===== src/rtl/vend_txn_controller.sv =====
// Transaction controller for a 4-product vending machine: credit, selection, motor dispense, greedy change.
// Define VEND_STOCK_EN to add per-product stock counters and the sold_out pulse.
module vend_txn_controller #(
    parameter int CREDIT_W     = 8,
    parameter int MAX_CREDIT   = 200,
    parameter int PRICE0       = 25,
    parameter int PRICE1       = 35,
    parameter int PRICE2       = 50,
    parameter int PRICE3       = 65,
    parameter int DISP_TIMEOUT = 16,
    parameter int STOCK_INIT   = 4
) (
    input  logic                clk,
    input  logic                reset,
    input  logic                coin_valid,
    input  logic [1:0]          coin_type,
    input  logic                sel_valid,
    input  logic [1:0]          sel_id,
    input  logic                cancel,
    output logic                motor_req,
    output logic [1:0]          motor_id,
    input  logic                motor_ack,
    output logic                change_valid,
    output logic [1:0]          change_type,
    input  logic                change_ack,
    output logic [CREDIT_W-1:0] credit,
    output logic                busy,
    output logic                coin_reject,
    output logic                insufficient,
    output logic                sold_out,
    output logic                fault,
    output logic [1:0]          state_dbg
);

    typedef enum logic [1:0] {
        IDLE    = 2'd0,
        COLLECT = 2'd1,
        VEND    = 2'd2,
        CHANGE  = 2'd3
    } state_t;

    localparam int TW = $clog2(DISP_TIMEOUT + 1);

    state_t              state, state_nxt;
    logic [CREDIT_W-1:0] credit_q, credit_nxt;
    logic [1:0]          sel_q, sel_nxt;
    logic [TW-1:0]       tcnt, tcnt_nxt;
    logic                coin_reject_nxt, insufficient_nxt, sold_out_nxt, fault_nxt;
    logic [CREDIT_W-1:0] coin_val, sel_price, vend_price, change_val;
    logic [1:0]          change_sel;
    logic                coin_ok, coin_fits;
    logic [CREDIT_W:0]   coin_sum;
    logic                stock_empty, stock_dec;

    function automatic logic [CREDIT_W-1:0] price_of(input logic [1:0] id);
        case (id)
            2'd0:    price_of = CREDIT_W'(PRICE0);
            2'd1:    price_of = CREDIT_W'(PRICE1);
            2'd2:    price_of = CREDIT_W'(PRICE2);
            default: price_of = CREDIT_W'(PRICE3);
        endcase
    endfunction

    assign sel_price  = price_of(sel_id);
    assign vend_price = price_of(sel_q);

    always_comb begin
        coin_val = '0;
        coin_ok  = 1'b1;
        case (coin_type)
            2'b00:   coin_val = CREDIT_W'(5);
            2'b01:   coin_val = CREDIT_W'(10);
            2'b10:   coin_val = CREDIT_W'(25);
            default: coin_ok  = 1'b0;
        endcase
    end

    // One extra bit so a coin on top of high credit cannot wrap past the limit check.
    assign coin_sum  = {1'b0, credit_q} + {1'b0, coin_val};
    assign coin_fits = coin_ok && (coin_sum <= (CREDIT_W + 1)'(MAX_CREDIT));

    always_comb begin
        if (credit_q >= CREDIT_W'(25)) begin
            change_sel = 2'b10;
            change_val = CREDIT_W'(25);
        end else if (credit_q >= CREDIT_W'(10)) begin
            change_sel = 2'b01;
            change_val = CREDIT_W'(10);
        end else begin
            change_sel = 2'b00;
            change_val = CREDIT_W'(5);
        end
    end

    // Handshakes: motor_req / change_valid stay high, with motor_id / change_type stable,
    // until the matching ack is sampled high on a rising edge; the request drops or moves on next cycle.
    assign motor_req    = (state == VEND);
    assign motor_id     = sel_q;
    assign change_valid = (state == CHANGE) && (credit_q != '0);
    assign change_type  = change_valid ? change_sel : 2'b00;
    assign credit       = credit_q;
    assign busy         = (state == VEND) || (state == CHANGE);
    assign state_dbg    = state;

    always_comb begin
        state_nxt        = state;
        credit_nxt       = credit_q;
        sel_nxt          = sel_q;
        tcnt_nxt         = '0;
        coin_reject_nxt  = 1'b0;
        insufficient_nxt = 1'b0;
        sold_out_nxt     = 1'b0;
        fault_nxt        = 1'b0;
        stock_dec        = 1'b0;
        case (state)
            IDLE: begin
                if (coin_valid) begin
                    if (coin_fits) begin
                        credit_nxt = coin_sum[CREDIT_W-1:0];
                        state_nxt  = COLLECT;
                    end else begin
                        coin_reject_nxt = 1'b1;
                    end
                end
                if (sel_valid) insufficient_nxt = 1'b1;
            end
            COLLECT: begin
                if (cancel) begin
                    coin_reject_nxt = coin_valid;
                    state_nxt       = CHANGE;
                end else if (sel_valid) begin
                    coin_reject_nxt = coin_valid;
                    if (stock_empty) begin
                        sold_out_nxt = 1'b1;
                    end else if (credit_q >= sel_price) begin
                        credit_nxt = credit_q - sel_price;
                        sel_nxt    = sel_id;
                        state_nxt  = VEND;
                    end else begin
                        insufficient_nxt = 1'b1;
                    end
                end else if (coin_valid) begin
                    if (coin_fits) credit_nxt = coin_sum[CREDIT_W-1:0];
                    else coin_reject_nxt = 1'b1;
                end
            end
            VEND: begin
                coin_reject_nxt = coin_valid;
                if (motor_ack) begin
                    stock_dec = 1'b1;
                    state_nxt = (credit_q != '0) ? CHANGE : IDLE;
                end else if (tcnt == TW'(DISP_TIMEOUT - 1)) begin
                    // Motor never confirmed: give the price back so the customer is refunded in full.
                    fault_nxt  = 1'b1;
                    credit_nxt = credit_q + vend_price;
                    state_nxt  = CHANGE;
                end else begin
                    tcnt_nxt = tcnt + 1'b1;
                end
            end
            CHANGE: begin
                coin_reject_nxt = coin_valid;
                if (credit_q == '0) begin
                    state_nxt = IDLE;
                end else if (change_ack) begin
                    credit_nxt = credit_q - change_val;
                    if (credit_q == change_val) state_nxt = IDLE;
                end
            end
            default: state_nxt = IDLE;
        endcase
    end

    always_ff @(posedge clk or posedge reset) begin
        if (reset) begin
            state        <= IDLE;
            credit_q     <= '0;
            sel_q        <= 2'd0;
            tcnt         <= '0;
            coin_reject  <= 1'b0;
            insufficient <= 1'b0;
            sold_out     <= 1'b0;
            fault        <= 1'b0;
        end else begin
            state        <= state_nxt;
            credit_q     <= credit_nxt;
            sel_q        <= sel_nxt;
            tcnt         <= tcnt_nxt;
            coin_reject  <= coin_reject_nxt;
            insufficient <= insufficient_nxt;
            sold_out     <= sold_out_nxt;
            fault        <= fault_nxt;
        end
    end

`ifdef VEND_STOCK_EN
    logic [3:0] stock [4];

    assign stock_empty = (stock[sel_id] == 4'd0);

    always_ff @(posedge clk or posedge reset) begin
        if (reset) begin
            for (int i = 0; i < 4; i++) stock[i] <= 4'(STOCK_INIT);
        end else if (stock_dec && (stock[sel_q] != 4'd0)) begin
            stock[sel_q] <= stock[sel_q] - 4'd1;
        end
    end
`else
    localparam int unused_stock_init = STOCK_INIT;
    logic unused_stock_dec;
    assign unused_stock_dec = stock_dec;
    assign stock_empty      = 1'b0;
`endif

endmodule


===== config.mk =====
export PLATFORM = sky130hd
export DESIGN_NAME = vend_txn_controller
export DESIGN_NICKNAME = d
export VERILOG_FILES = /design/src/rtl/vend_txn_controller.sv
export SDC_FILE = /design/constraint.sdc
export NUM_CORES = 1
export LEC_CHECK = 0
export ABC_AREA = 0
export CAP_MARGIN = 20
export CORE_ASPECT_RATIO = 0.9
export CORE_UTILIZATION = 60
export DETAILED_ROUTE_END_ITERATION = 10
export GPL_TIMING_DRIVEN = 0
export PLACE_DENSITY_LB_ADDON = 0.2
export SYNTH_ARGS = -nofsm -noshare
export SYNTH_HDL_FRONTEND = slang
export SYNTH_SLANG_ARGS = --single-unit

===== constraint.sdc =====
create_clock -name clk -period 9.3 [get_ports clk]
set_clock_uncertainty 0.15 [all_clocks]
set_input_delay 1.86 -clock clk [delete_from_list [all_inputs] [get_ports clk]]
set_output_delay 1.86 -clock clk [all_outputs]
set_load 0.005 [all_outputs]

==> flow_summary.yaml <==
run_status:
  status: "completed"
clock_network:
  cts_buffers: 3
  cts_tree: "yes"
  max-clock-path-buffers: 2
  cts.sinks: 20
  cts.clk_slew.worst_paths_ns: 0.10
  ctsResizeCount: 0
  post_cts_buffers: 0
  ctsHoldBuffers: 0
  worstSkewPairLatency_ns: 0.28
  cts-root-buf: "clkbuf_8"
  htreeDepth: 1
critical_path:
  worstPathBufferInverterCount: 3
  worst_path_largest_cell_delay_ns: 0.53
  cp-end-kind: "register"
  path_class: "input pin to register"
  crit_family: "compound AO/OA/AOI/OAI gates"
  critical_path_cell_count: 12
  required_ns: 9.36
  cp.arrival_ns: 5.09
  worstPathCellList: "clkdlybuf4s50_1 > inv_1 > ha_1 > inv_1 > fa_1 > nand2b_1 > a211oi_2 > o21ai_1 > o21ai_1 > a21o_1 > o221ai_1 > a22oi_2"
  startpoint_type: "input pin"
  reg2regPathDepth: 11
  crit_path_top_delay_cell: "a211oi_2"
  path_max_fanout: 8
layout:
  seq_area_um2: 500
  multiInputGateArea_um2: 2190
  antenna_cells: 0
  post-route-util_pct: 73.9
  stdcell_area_um2: 3380
  final_layout_size_suffix_gt1_share_pct: 8.33
  synthToLayoutAreaGrowth_pct: 14.9
  nFillCells: 367
  nets: 458
die:
  die-width_um: 75.8
  dieArea_um2: 5180
  initial_core_util_pct: 64.3
  io_pins: 32
  fp.dieH_um: 68.4
  rows: 23
  core_region_area_um2: 4580
sta:
  tns_ns: 0
  finalSetupViolations: 0
  min_period_ns: 5.04
  drv_slew: 0
  max_clock_freq_mhz: 199
  setup_ws_ns: 4.26
  period_share_pct: 54.2
  rsz0062_at_grt: "no"
  slew_headroom_pct: 43.0
  hold_viol: 0
  tightestPinTransition_ns: 0.854
synth:
  synth_ff_type: "dfrtp_1"
  ys_seq_area_share_pct: 17.0
  synthTopCellsByArea: "dfrtp_1, ha_1, a21oi_1"
  synthesis.nets: 424
  synth.avg_cell_area_um2: 7.84
  synth_area_um2: 2940
  synth_cells: 375
  ys_ff_latch: 20
  synthArstFlopShare_pct: 100
  synth.distinct_cells: 72
  yosysWarnings: 0
  synth_common_cells: "ha_1, inv_1, nor2_1, a21oi_1, nand2_1"
  synth_top_area_cell: "dfrtp_1"
  synth_edf_count: 0
  synth_top_area_share_pct: 17.0
worst_hold_path:
  hold_path_depth: 1
  hold_class: "register to register"
job:
  max_cap_viol_count: 0
detailed_routing:
  detailedRoute.firstPassIterationCount: 5
  via_count: 3055
  ant_nets: 0
  dr.first_iter.drc_count: 315
  avgRoutedWirePerCell_um: 18.4
  wirelength_um: 8660
  viasPerCell: 6.50
  drc: 0
global_routing:
  grt_max_degree: 21
  met2_usage_pct: 54.6
  top_usage_layer: "met2"
  grt_use_total_pct: 35.4
  grtUsageMet1_pct: 49.0
  use_met3_pct: 8.10
  antenna_found_initial: 0
  grt_pass1_wl_um: 13400
  grt_overflow: 0
  grt_pass1_vias: 2686
place:
  preCtsSetupSlack_ns: 4.09
  hpwl_um: 6710
  io_buffers: 29
  gp_congestion: 0.961
  dpl_cell_area_um2: 3310
power_and_ir_drop:
  ir_worst_vdd_uv: 298
  p_leak_nw: 1.47
  power_mw: 1.43
  power_density_nw_per_um2: 423
==> through the flow <==
stage / hold WS, ns / std cells
5_1_grt: 0.342 / 470
6_report: 0.310 / 470
2_1_floorplan: 0.283 / 375
4_1_cts: 0.316 / 470
3_3_place_gp: 0.294 / 466
3_5_place_dp: 0.307 / 466
==> state kept, by name, indices dropped and copies added, names as in the netlist <==
| register | cells |
|---|---|
| insufficient | 1 |
| credit | 8 |
| coin_reject | 1 |
| motor_id | 2 |
| state_dbg | 2 |
| tcnt | 5 |
| fault | 1 |
==> metal layers <==
layer / up-vias / wire length (um)
li1: 1437 / -
met4: 0 / 204
met2: 136 / 3870
met3: 24 / 733
met5: - / 0
met1: 1458 / 3850
==> cells by family after synthesis <==
kind of cell | count (synthesis) | share of synthesized area [%]
xor gates and xnor gates | 12 | 3.57
muxes | 4 | 1.36
buffers and inverters | 51 | 8.51
AOI/OAI and AO/OA | 126 | 30.5
and+or+nand+nor | 123 | 21.7
other | 1 | 0.128
adders and majority gates | 38 | 17.2
DFF | 20 | 17.0
==> worst reg2reg max path: cells and delay by family (launching register included) <==
| kind | cells | cell delay (ns) |
|---|---|---|
| AND/OR/NAND/NOR | 4 | 0.96 |
| flip-flops | 1 | 0.56 |
| AO/OA/AOI/OAI | 6 | 1.56 |
| adder cells (fa/ha/maj) | 1 | 0.34 |
==> layout by cell type (no fill, tap or decap), drive strengths merged, types with 3 or more instances in the layout <==
| cell type | count |
|---|---|
| inv | 34 |
| ha | 34 |
| nor2 | 29 |
| clkdlybuf4s50 | 29 |
| a21oi | 29 |
| nand2 | 28 |
| o21ai | 28 |
| dfrtp | 20 |
| nand3 | 18 |
| nor3 | 15 |
| buf | 11 |
| o211ai | 9 |
| nand2b | 9 |
| clkbuf | 9 |
| o31ai | 8 |
| xnor2 | 7 |
| a211oi | 6 |
| xor2 | 5 |
| nor2b | 5 |
| and2 | 5 |
| a31oi | 5 |
| mux2i | 4 |
| fa | 4 |
| a22oi | 4 |
| o221ai | 4 |
| or3 | 4 |
| a311oi | 3 |
| a21o | 3 |
==> final cells by class <==
cell class                 count  area share (%)
clock buffer                   3            1.22
inverter                      34            3.78
multi-input combinational    304            64.8
timing repair buffer          29            8.59
tap                           62            2.30
clock inverter                 1           0.889
buffer                        17            3.63
sequential                    20            14.8
==> path summary, 6_finish.rpt <==
path / startpoint / endpoint / slack [ns]
max: coin_type[0] / credit[1] / 4.26
min: tcnt[0] / tcnt[0] / 0.31
max reg2reg: credit[1] / credit[7] / 5.61
min reg2reg: tcnt[0] / tcnt[0] / 0.31
max in group asynchronous: reset / coin_reject / 6.56
min in group asynchronous: reset / credit[6] / 1.90
==> report_power, final <==
part           total (mW)  internal, mW  switching (mW)
sequential          0.177         0.120          0.0575
clock              0.0946        0.0576          0.0370
combinational        1.16         0.498           0.660
Power figures use the tool's default switching activity.
